File: config.mk
export PLATFORM = sky130hd
export DESIGN_NAME = fir_sym_mc
export DESIGN_NICKNAME = d
export VERILOG_FILES = /design/src/rtl/fir_sym_mc.sv
export SDC_FILE = /design/constraint.sdc
export NUM_CORES = 1
export LEC_CHECK = 0
export BUFFER_PORTS_ARGS = -buffer_cell sky130_fd_sc_hd__buf_2
export CORE_MARGIN = 3
export CORE_UTILIZATION = 66
export CTS_BUF_LIST = sky130_fd_sc_hd__clkbuf_8
export CTS_CLUSTER_DIAMETER = 40
export DETAILED_ROUTE_END_ITERATION = 7
export PLACE_DENSITY_LB_ADDON = 0.25
export SYNTH_ARGS = -nofsm -noshare
export SYNTH_HDL_FRONTEND = slang
export SYNTH_SLANG_ARGS = --single-unit
File: constraint.sdc
create_clock -name CLK_Filter -period 14.2 [get_ports CLK_Filter]
set_clock_uncertainty 0.05 [all_clocks]
set_input_delay 1.42 -clock CLK_Filter [delete_from_list [all_inputs] [get_ports CLK_Filter]]
set_output_delay 1.42 -clock CLK_Filter [all_outputs]
set_load 0.1 [all_outputs]
File: src/rtl/fir_sym_mc.sv
`timescale 1ns/1ps
// Multi-channel symmetric even-length FIR: one shared pre-add/multiply/accumulate term per
// cycle, a circular sample history per channel, and coefficients writable while idle.
module fir_sym_mc #(
   parameter int DATA_W    = 8,
   parameter int COEF_W    = 8,
   parameter int HALF_TAPS = 11,
   parameter int NUM_CH    = 2,
   parameter int CH_W      = 1,
   parameter int ADDR_W    = 4,
   parameter int OUT_W     = 20
) (
   input  logic              CLK_Filter,
   input  logic              rst_n,
   input  logic              in_valid,
   output logic              in_ready,
   input  logic [CH_W-1:0]   in_ch,
   input  logic [DATA_W-1:0] in_data,
   input  logic              coef_we,
   input  logic [ADDR_W-1:0] coef_addr,
   input  logic [COEF_W-1:0] coef_data,
   output logic              out_valid,
   output logic [CH_W-1:0]   out_ch,
   output logic [OUT_W-1:0]  out_data,
   output logic              out_sat
);

   localparam int TAPS   = 2 * HALF_TAPS;
   localparam int IDX_W  = $clog2(TAPS);
   localparam int PRE_W  = DATA_W + 1;
   localparam int PROD_W = DATA_W + COEF_W + 1;
   localparam int ACC_W  = PROD_W + $clog2(HALF_TAPS);

   localparam logic [IDX_W:0]    TAPS_X   = (IDX_W + 1)'(TAPS);
   localparam logic [IDX_W-1:0]  LAST_IDX = IDX_W'(TAPS - 1);
   localparam logic [ADDR_W-1:0] K_LAST   = ADDR_W'(HALF_TAPS - 1);
   localparam logic [CH_W:0]     NUM_CH_X = (CH_W + 1)'(NUM_CH);
   localparam logic [ADDR_W:0]   HT_X     = (ADDR_W + 1)'(HALF_TAPS);
   localparam logic [ACC_W-1:0]  SAT_LIM  = ACC_W'({OUT_W{1'b1}});

   // Handshake: a sample transfers on a rising edge where in_valid && in_ready; in_ready is
   // high only in IDLE, so a busy block leaves the source holding its sample unchanged.
   typedef enum logic [1:0] {
      S_IDLE = 2'd0,
      S_MAC  = 2'd1,
      S_DONE = 2'd2
   } state_t;

   state_t state, state_nx;

   logic [DATA_W-1:0] hist [NUM_CH][TAPS];
   logic [IDX_W-1:0]  wp   [NUM_CH];
   logic [COEF_W-1:0] coef [HALF_TAPS];

   logic [CH_W-1:0]   ch_q;
   logic [IDX_W-1:0]  base_q;
   logic [ADDR_W-1:0] k_q;
   logic [ACC_W-1:0]  acc_q;

   logic              ch_ok;
   logic              addr_ok;
   logic              take;
   logic [IDX_W-1:0]  off_near;
   logic [IDX_W-1:0]  off_far;
   logic [IDX_W-1:0]  idx_near;
   logic [IDX_W-1:0]  idx_far;
   logic [DATA_W-1:0] x_near;
   logic [DATA_W-1:0] x_far;
   logic [PRE_W-1:0]  pre_sum;
   logic [PROD_W-1:0] prod;
   logic              acc_over;

   function automatic logic [COEF_W-1:0] default_coef(input int i);
      int v;
      case (i)
         0:       v = 2;
         1:       v = 10;
         2:       v = 16;
         3:       v = 28;
         4:       v = 43;
         5:       v = 60;
         6:       v = 78;
         7:       v = 95;
         8:       v = 111;
         9:       v = 122;
         10:      v = 128;
         default: v = 0;
      endcase
      return COEF_W'(v);
   endfunction

   // Position of x[n-off] in a circular history whose newest sample sits at base.
   function automatic logic [IDX_W-1:0] back_idx(input logic [IDX_W-1:0] base,
                                                 input logic [IDX_W-1:0] off);
      logic [IDX_W:0] t;
      t = {1'b0, base} + TAPS_X - {1'b0, off};
      if (t >= TAPS_X) t = t - TAPS_X;
      return t[IDX_W-1:0];
   endfunction

   assign ch_ok   = ({1'b0, in_ch} < NUM_CH_X);
   assign addr_ok = ({1'b0, coef_addr} < HT_X);
   assign take    = in_valid & in_ready & ch_ok;

   always_ff @(posedge CLK_Filter or negedge rst_n) begin
      if (!rst_n) state <= S_IDLE;
      else        state <= state_nx;
   end

   always_comb begin
      state_nx = state;
      in_ready = 1'b0;
      case (state)
         S_IDLE: begin
            in_ready = 1'b1;
            if (in_valid && ch_ok) state_nx = S_MAC;
         end
         S_MAC: begin
            if (k_q == K_LAST) state_nx = S_DONE;
         end
         S_DONE: begin
            state_nx = S_IDLE;
         end
         default: begin
            state_nx = S_IDLE;
         end
      endcase
   end

   // Tap pair k combines x[n-k] with its mirror x[n-(TAPS-1-k)].
   always_comb begin
      off_near = IDX_W'(k_q);
      off_far  = LAST_IDX - off_near;
      idx_near = back_idx(base_q, off_near);
      idx_far  = back_idx(base_q, off_far);
      x_near   = hist[ch_q][idx_near];
      x_far    = hist[ch_q][idx_far];
      pre_sum  = {1'b0, x_near} + {1'b0, x_far};
      prod     = PROD_W'(pre_sum) * PROD_W'(coef[k_q]);
      acc_over = (acc_q > SAT_LIM);
   end

   always_ff @(posedge CLK_Filter or negedge rst_n) begin
      if (!rst_n) begin
         for (int c = 0; c < NUM_CH; c++) begin
            wp[c] <= '0;
            for (int t = 0; t < TAPS; t++) hist[c][t] <= '0;
         end
      end else if (take) begin
         hist[in_ch][wp[in_ch]] <= in_data;
         wp[in_ch]              <= (wp[in_ch] == LAST_IDX) ? '0 : wp[in_ch] + 1'b1;
      end
   end

   // Written on the accepting edge, so a sample taken in the same cycle sees the new value.
   always_ff @(posedge CLK_Filter or negedge rst_n) begin
      if (!rst_n) begin
         for (int i = 0; i < HALF_TAPS; i++) coef[i] <= default_coef(i);
      end else if ((state == S_IDLE) && coef_we && addr_ok) begin
         coef[coef_addr] <= coef_data;
      end
   end

   always_ff @(posedge CLK_Filter or negedge rst_n) begin
      if (!rst_n) begin
         ch_q   <= '0;
         base_q <= '0;
         k_q    <= '0;
         acc_q  <= '0;
      end else begin
         case (state)
            S_IDLE: begin
               if (take) begin
                  ch_q   <= in_ch;
                  base_q <= wp[in_ch];
                  k_q    <= '0;
                  acc_q  <= '0;
               end
            end
            S_MAC: begin
               acc_q <= acc_q + ACC_W'(prod);
               k_q   <= k_q + 1'b1;
            end
            default: begin
            end
         endcase
      end
   end

   always_ff @(posedge CLK_Filter or negedge rst_n) begin
      if (!rst_n) begin
         out_valid <= 1'b0;
         out_ch    <= '0;
         out_data  <= '0;
         out_sat   <= 1'b0;
      end else begin
         out_valid <= 1'b0;
         if (state == S_DONE) begin
            out_valid <= 1'b1;
            out_ch    <= ch_q;
            out_data  <= acc_over ? {OUT_W{1'b1}} : OUT_W'(acc_q);
            out_sat   <= acc_over;
         end
      end
   end

endmodule

==> metrics.md, run 1 <==
| Metric | Value |
|---|---|
| Status | `complete, no violations` |
| IO buf count | `48` |
| Area leader, netlist | `dfrtp_1` |
| Share of layout cells above drive strength 1 | `0.277` |
| Vias/cell | `6.80` |
| Asr flop ratio synth | `1.00` |
| Root Driver | `clkbuf_8` |
| Worst skew pair latency | `0.72 ns` |
| Nature of the critical path endpoint | `flop` |
| Slew of the pin with the lowest slew margin | `1.33 ns` |
| Top-area cell type share of the netlist area | `0.382` |
| Count of cell types in the netlist | `79` |
| Worst setup margin | `1.67 ns` |
| WP data required | `14.69 ns` |
| Initial DRC Count | `3150` |
| CTS Sinks | `506` |
| Worst r2r src | `k_q[1]$_DFFE_PN0P_` |
| Max Clk Rate | `79.8 MHz` |
| Slew Limit Fails | `0` |
| GP Congestion | `0.999` |
| Number of setup violations in the final report | `0` |
| Final Hold Viols | `0` |
| Crit path time final | `12.53 ns` |
| Yosys reg bits | `506` |
| Initial antenna violation count | `1` |
| Area Growth Syn to Fin | `7.64%` |
| First-pass GRT wire length | `140 mm` |
| Worst path max stage delay | `0.82 ns` |
| Maxcap violations | `0` |
| Vias post-DR | `23777` |
| Worst Hold Class | `flop to flop` |
| Vias in the first global route | `23741` |
| Setup WS pre-CTS | `2.02 ns` |
| Reg2Reg Setup Slack | `1.67 ns` |
| # DRC | `0` |
| Syn Std Cell Area | `30700 sq um` |
| Fill cells | `3164` |
| Largest net degree at the start of global routing | `185` |
| RSZ-0062 raised after global routing | `no` |
| Detail Placement HPWL | `61.1 mm` |
| Worst-path maximum fanout | `33` |
| HP Start | `out_data[4]$_DFFE_PN0P_` |
| Resized Gates After CTS | `0` |
| Dominant synthesized flop cell | `dfrtp_1` |
| Arr. time, crit path | `13.01 ns` |
| Routed len/inst | `25.5 um` |
| Antenna Violating Nets Remaining | `0` |
| Die X | `222 um` |
| TritonCTS clock tree | `built` |
| Gr ovfl total | `0` |
| Final TNS setup | `0 ns` |
| CP startpoint | `k_q[1]$_DFFE_PN0P_` |
| Total GRT Usage | `0.362` |
| Most common cell in the netlist | `dfrtp_1` |
| Die area | `49200 sq um` |
| Nets | `2984` |
| CP dominant cell by count | `fa_1` |
| # H-tree levels | `3` |
| Die Y | `222 um` |
| Synth top cells by count | `469 x dfrtp_1, 452 x mux2_2, 408 x nand2_1, 162 x nor2_1, 124 x mux2i_1` |
| Seq/Total Area, Yosys | `0.414` |
| Initial Utilization | `0.673` |
| EDFF count, synth | `0` |
| Post-CTS setup buffers | `0` |
| # rows | `78` |
| Reg clk slew, reported paths | `0.06 ns` |
| Critical-path top delay cell | `o211a_1` |
| Synth top area cells | `dfrtp_1 38%, mux2_2 17%, mux4_2 5.6%` |
| Final wirelength | `89.1 mm` |
| Worst setup path class | `flop to flop` |
| Drt first pass iters | `7` |
| Num CTS Buffers | `90` |
| Type of origin of the critical path | `flop` |
| Synth Area per Inst | `10.9 sq um` |
| CTS max path bufs | `3` |
| Core area | `45700 sq um` |
| Synth warnings | `0` |
| Slew HR | `0.115` |
| Period utilization | `0.882` |
| Syn Inst Count | `2832` |
| Post-Syn Nets | `2986` |
| IO Pins | `49` |
| # hold bufs at CTS | `0` |
==> final timing paths <==
check / depth (start not counted) / end
max reg2reg: 40 / acc_q[17]$_DFFE_PN0P_
min: 2 / out_data[4]$_DFFE_PN0P_
max in group asynchronous: 3 / hist[254]$_DFFE_PN0P_
max: 40 / acc_q[17]$_DFFE_PN0P_
min reg2reg: 2 / out_data[4]$_DFFE_PN0P_
min in group asynchronous: 1 / out_data[1]$_DFFE_PN0P_
==> registers in the layout, indices dropped and copies added, names as in the netlist <==
| signal | count |
|---|---|
| acc_q | 21 |
| base_q | 5 |
| ch_q | 1 |
| coef | 88 |
| hist | 352 |
| k_q | 4 |
| out_ch | 1 |
| out_data | 20 |
| out_sat | 1 |
| out_valid | 1 |
| state | 2 |
| wp | 10 |
==> metrics by stage <==
step	hold slack [ns]	std cells	instance area, sq um	util
2_1_floorplan	0.394	2832	30700	-
3_3_place_gp	0.407	3338	31300	0.684
5_1_grt	0.450	3498	33100	0.724
4_1_cts	0.430	3498	33100	0.724
3_5_place_dp	0.417	3338	31300	0.684
6_report	0.426	3499	33100	0.724
==> cells in the final DEF, fill, tap and decap left out, types with 9 or more instances in the layout <==
| cell type | instances |
|---|---|
| and2_1 | 10 |
| nor3_1 | 19 |
| nand2b_1 | 30 |
| a211oi_1 | 13 |
| xor2_1 | 13 |
| mux2_2 | 452 |
| a22oi_1 | 10 |
| a221oi_1 | 13 |
| a32oi_1 | 51 |
| a31oi_1 | 22 |
| dfrtp_1 | 468 |
| dfstp_2 | 37 |
| a21oi_1 | 54 |
| inv_1 | 146 |
| nand2_1 | 407 |
| mux4_2 | 77 |
| clkbuf_8 | 104 |
| o21ai_1 | 11 |
| nand4_1 | 27 |
| o21a_1 | 11 |
| fa_1 | 60 |
| o211ai_1 | 24 |
| o21bai_1 | 9 |
| a21o_1 | 9 |
| nor2b_1 | 22 |
| clkinv_2 | 11 |
| o21ai_0 | 94 |
| nor2_1 | 161 |
| buf_4 | 26 |
| o22ai_1 | 9 |
| xnor2_1 | 14 |
| ha_1 | 68 |
| nand3_1 | 102 |
| mux2i_1 | 124 |
| buf_2 | 47 |
==> area by class of cell <==
cell class,instances,area [sq um],share of cell area
clock buffer,104,1430,0.0433
sequential,506,12700,0.384
multi-input combinational,2036,16900,0.509
tap,600,751,0.0227
clock inverter,56,395,0.0120
timing repair buffer,76,485,0.0147
inverter,120,450,0.0136
antenna,1,2.50,0.0000756
==> worst max-delay path, delay by kind of cell (launching register included) <==
family                   cells  cell delay (ns)
adder cells (fa/ha/maj)      8             3.35
AO/OA/AOI/OAI               16             4.37
AND/OR/NAND/NOR              6             2.15
XOR/XNOR                     1             0.15
flip-flops                   1             0.36
multiplexers                 1             0.30
buffers and inverters        8             1.55
==> per-layer routing <==
metal | vias to the layer above | GRT usage | share of wire
met5 | - | 0 | 0
met4 | 0 | 0.146 | 0.043
met3 | 263 | 0.0802 | 0.092
met2 | 1289 | 0.552 | 0.45
met1 | 12039 | 0.510 | 0.41
li1 | 10186 | - | -
==> logic make-up after synthesis <==
group / count (synthesis) / share of synthesized area
and+or+nand+nor: 824 / 0.117
DFF: 506 / 0.414
AOI/OAI and AO/OA: 398 / 0.0901
adders and majority gates: 129 / 0.0672
xor gates and xnor gates: 30 / 0.00961
buffers and inverters: 290 / 0.0390
muxes: 655 / 0.263
Power of run 1 is not shown: default switching activity piles up to over one toggle a cycle in this logic, so the estimate is an artifact.
==> run 2: changes to the inputs <==
CORE_UTILIZATION = 70   (was 66)
clock period = 15.3 ns   (was 14.2 ns; I/O delays follow)
==> metrics.md, run 2 (synthesized netlist as in run 1, its figures left out) <==
| Metric | Value |
|---|---|
| Largest net degree at the start of global routing | `182 (-1.6%)` |
| Initial Utilization | `0.710 (+0.0374)` |
| Worst path max stage delay | `0.85 ns (+0.03 ns)` |
| Vias post-DR | `24102 (+1.4%)` |
| Largest Register | `hist` |
| Reg clk slew, reported paths | `0.06 ns (about the same)` |
| RSZ-0062 raised after global routing | `no` |
| Fill cells | `2833 (-10%)` |
| Worst Hold Class | `flop to flop` |
| Nets | `2988 (+0.13%)` |
| Slew HR | `0.116 (+0.000894)` |
| IO Pins | `49 (unchanged)` |
| Max Clk Rate | `81.5 MHz (+2.1%)` |
| Gr ovfl total | `0 (unchanged)` |
| Number of setup violations in the final report | `0 (unchanged)` |
| Vias in the first global route | `24202 (+1.9%)` |
| N_diodes | `0 (-1)` |
| Worst skew pair latency | `0.71 ns (about the same)` |
| Resized Gates After CTS | `0 (unchanged)` |
| Arr. time, crit path | `12.74 ns (-0.27 ns)` |
| Final Hold Viols | `0 (unchanged)` |
| Root Driver | `clkbuf_8` |
| Area Growth Syn to Fin | `8.01%` |
| Reg2Reg Depth | `40 (unchanged)` |
| # rows | `76 (-2.6%)` |
| CP startpoint | `k_q[1]$_DFFE_PN0P_` |
| Share of layout cells above drive strength 1 | `0.279 (+0.00161)` |
| Routed len/inst | `25.9 um (+1.9%)` |
| Slew Limit Fails | `0 (unchanged)` |
| # hold bufs at CTS | `0 (unchanged)` |
| Initial DRC Count | `3058 (-2.9%)` |
| Initial antenna violation count | `4 (+3)` |
| CTS Sinks | `506 (unchanged)` |
| First-pass GRT wire length | `142 mm (+1.8%)` |
| Final TNS setup | `0 ns (unchanged)` |
| Reg2Reg Setup Slack | `3.03 ns (+1.36 ns)` |
| Nature of the critical path endpoint | `flop` |
| IO buf count | `48 (unchanged)` |
| Worst r2r src | `k_q[1]$_DFFE_PN0P_` |
| WP data required | `15.77 ns (+1.08 ns)` |
| Reg-to-Reg End | `acc_q[17]$_DFFE_PN0P_` |
| Num CTS Buffers | `91 (+1.1%)` |
| Worst-path maximum fanout | `93 (+180%)` |
| Type of origin of the critical path | `flop` |
| Drt first pass iters | `8 (+1)` |
| Most frequent cells in the layout | `468 x dfrtp_1, 452 x mux2_2, 407 x nand2_1` |
| Detail Placement HPWL | `61.4 mm (+0.51%)` |
| Top flop regs | `hist (352), coef (88), acc_q (21)` |
| # DRC | `0 (unchanged)` |
| Final wirelength | `90.7 mm (+1.8%)` |
| Most common cell after layout, fill and taps aside | `dfrtp_1` |
| CTS max path bufs | `3 (unchanged)` |
| Total GRT Usage | `0.395 (+0.0331)` |
| Maxcap violations | `0 (unchanged)` |
| GP Congestion | `1.02 (+2.0%)` |
| Die Y | `216 um (-2.8%)` |
| CP endpoint | `acc_q[17]$_DFFE_PN0P_` |
| Period utilization | `0.802 (-0.0803)` |
| Die X | `216 um (-2.8%)` |
| Worst setup path class | `flop to flop` |
| HP Start | `out_data[12]$_DFFE_PN0P_` |
| # H-tree levels | `3 (unchanged)` |
| Die area | `46500 sq um (-5.6%)` |
| Antenna Violating Nets Remaining | `0 (unchanged)` |
| Slew of the pin with the lowest slew margin | `1.32 ns (-0.00406 ns)` |
| Post-CTS setup buffers | `0 (unchanged)` |
| Core area | `43300 sq um (-5.3%)` |
| Status | `complete, no violations` |
| Final core utilization | `0.767 (+0.0429)` |
| Crit path time final | `12.27 ns (-0.258 ns)` |
| TritonCTS clock tree | `built` |
| CP dominant cell by count | `fa_1` |
| Critical-path top delay cell | `xnor2_4` |
| Vias/cell | `6.90 (+1.5%)` |
| Max reg flops | `352 (unchanged)` |
## run 2: cell count changes in the layout (fill, tap and decap cells not counted), moves of 2 or more
cell	delta
inv_8	+2
clkbuf_8	+3
buf_4	+3
clkinv_4	+3
bufinv_16	+2
clkinvlp_4	-5
clkinv_2	+2
inv_1	+4
## run 2: critical path: cells and delay by family, from the launching register on
kind / cells / cell delay (ns)
XOR/XNOR: 2 / 1.02
buffers and inverters: 9 / 2.07
multiplexers: 1 / 0.16
AND/OR/NAND/NOR: 5 / 1.11
adder cells (fa/ha/maj): 7 / 2.98
AO/OA/AOI/OAI: 16 / 4.24
flip-flops: 1 / 0.32
## run 2: worst min-delay path by stage
stage               cells after the start  slack (ns)                  endpoint
detailed placement                      2        0.42  out_data[12]$_DFFE_PN0P_
floorplan                               2        0.39         wp[3]$_DFFE_PN0P_
global route                            2        0.45  out_data[12]$_DFFE_PN0P_
CTS                                     2        0.43  out_data[12]$_DFFE_PN0P_
finish                                  2        0.43  out_data[12]$_DFFE_PN0P_
global placement                        2        0.41  out_data[17]$_DFFE_PN0P_
## run 2: routing by layer
metal | wire length, um | track usage | up-vias
met5 | 44 | 0 | -
met4 | 4480 | 0.177 | 6
met3 | 10000 | 0.122 | 350
met2 | 40700 | 0.593 | 1410
met1 | 35400 | 0.536 | 12137
li1 | - | - | 10199
## run 2: stage by stage
stage	area [sq um]	hold WS (ns)	worst slack [ns]	cells
finish	33200	0.426	3.03	3495
detailed placement	31300	0.417	3.48	3326
CTS	33200	0.431	3.41	3495
floorplan	30700	0.394	4.72	2832
global route	33200	0.452	2.40	3495
global placement	31300	0.408	3.75	3326
## run 2: layout make-up
| cell class | instances | area, sq um | share of cell area |
|---|---|---|---|
| multi-input combinational | 2036 | 16900 | 0.508 |
| sequential | 506 | 12700 | 0.383 |
| clock buffer | 107 | 1470 | 0.0444 |
| tap | 585 | 732 | 0.0221 |
| timing repair buffer | 79 | 508 | 0.0153 |
| clock inverter | 62 | 467 | 0.0141 |
| inverter | 120 | 450 | 0.0136 |
Power of run 2 is left out for the same reason.
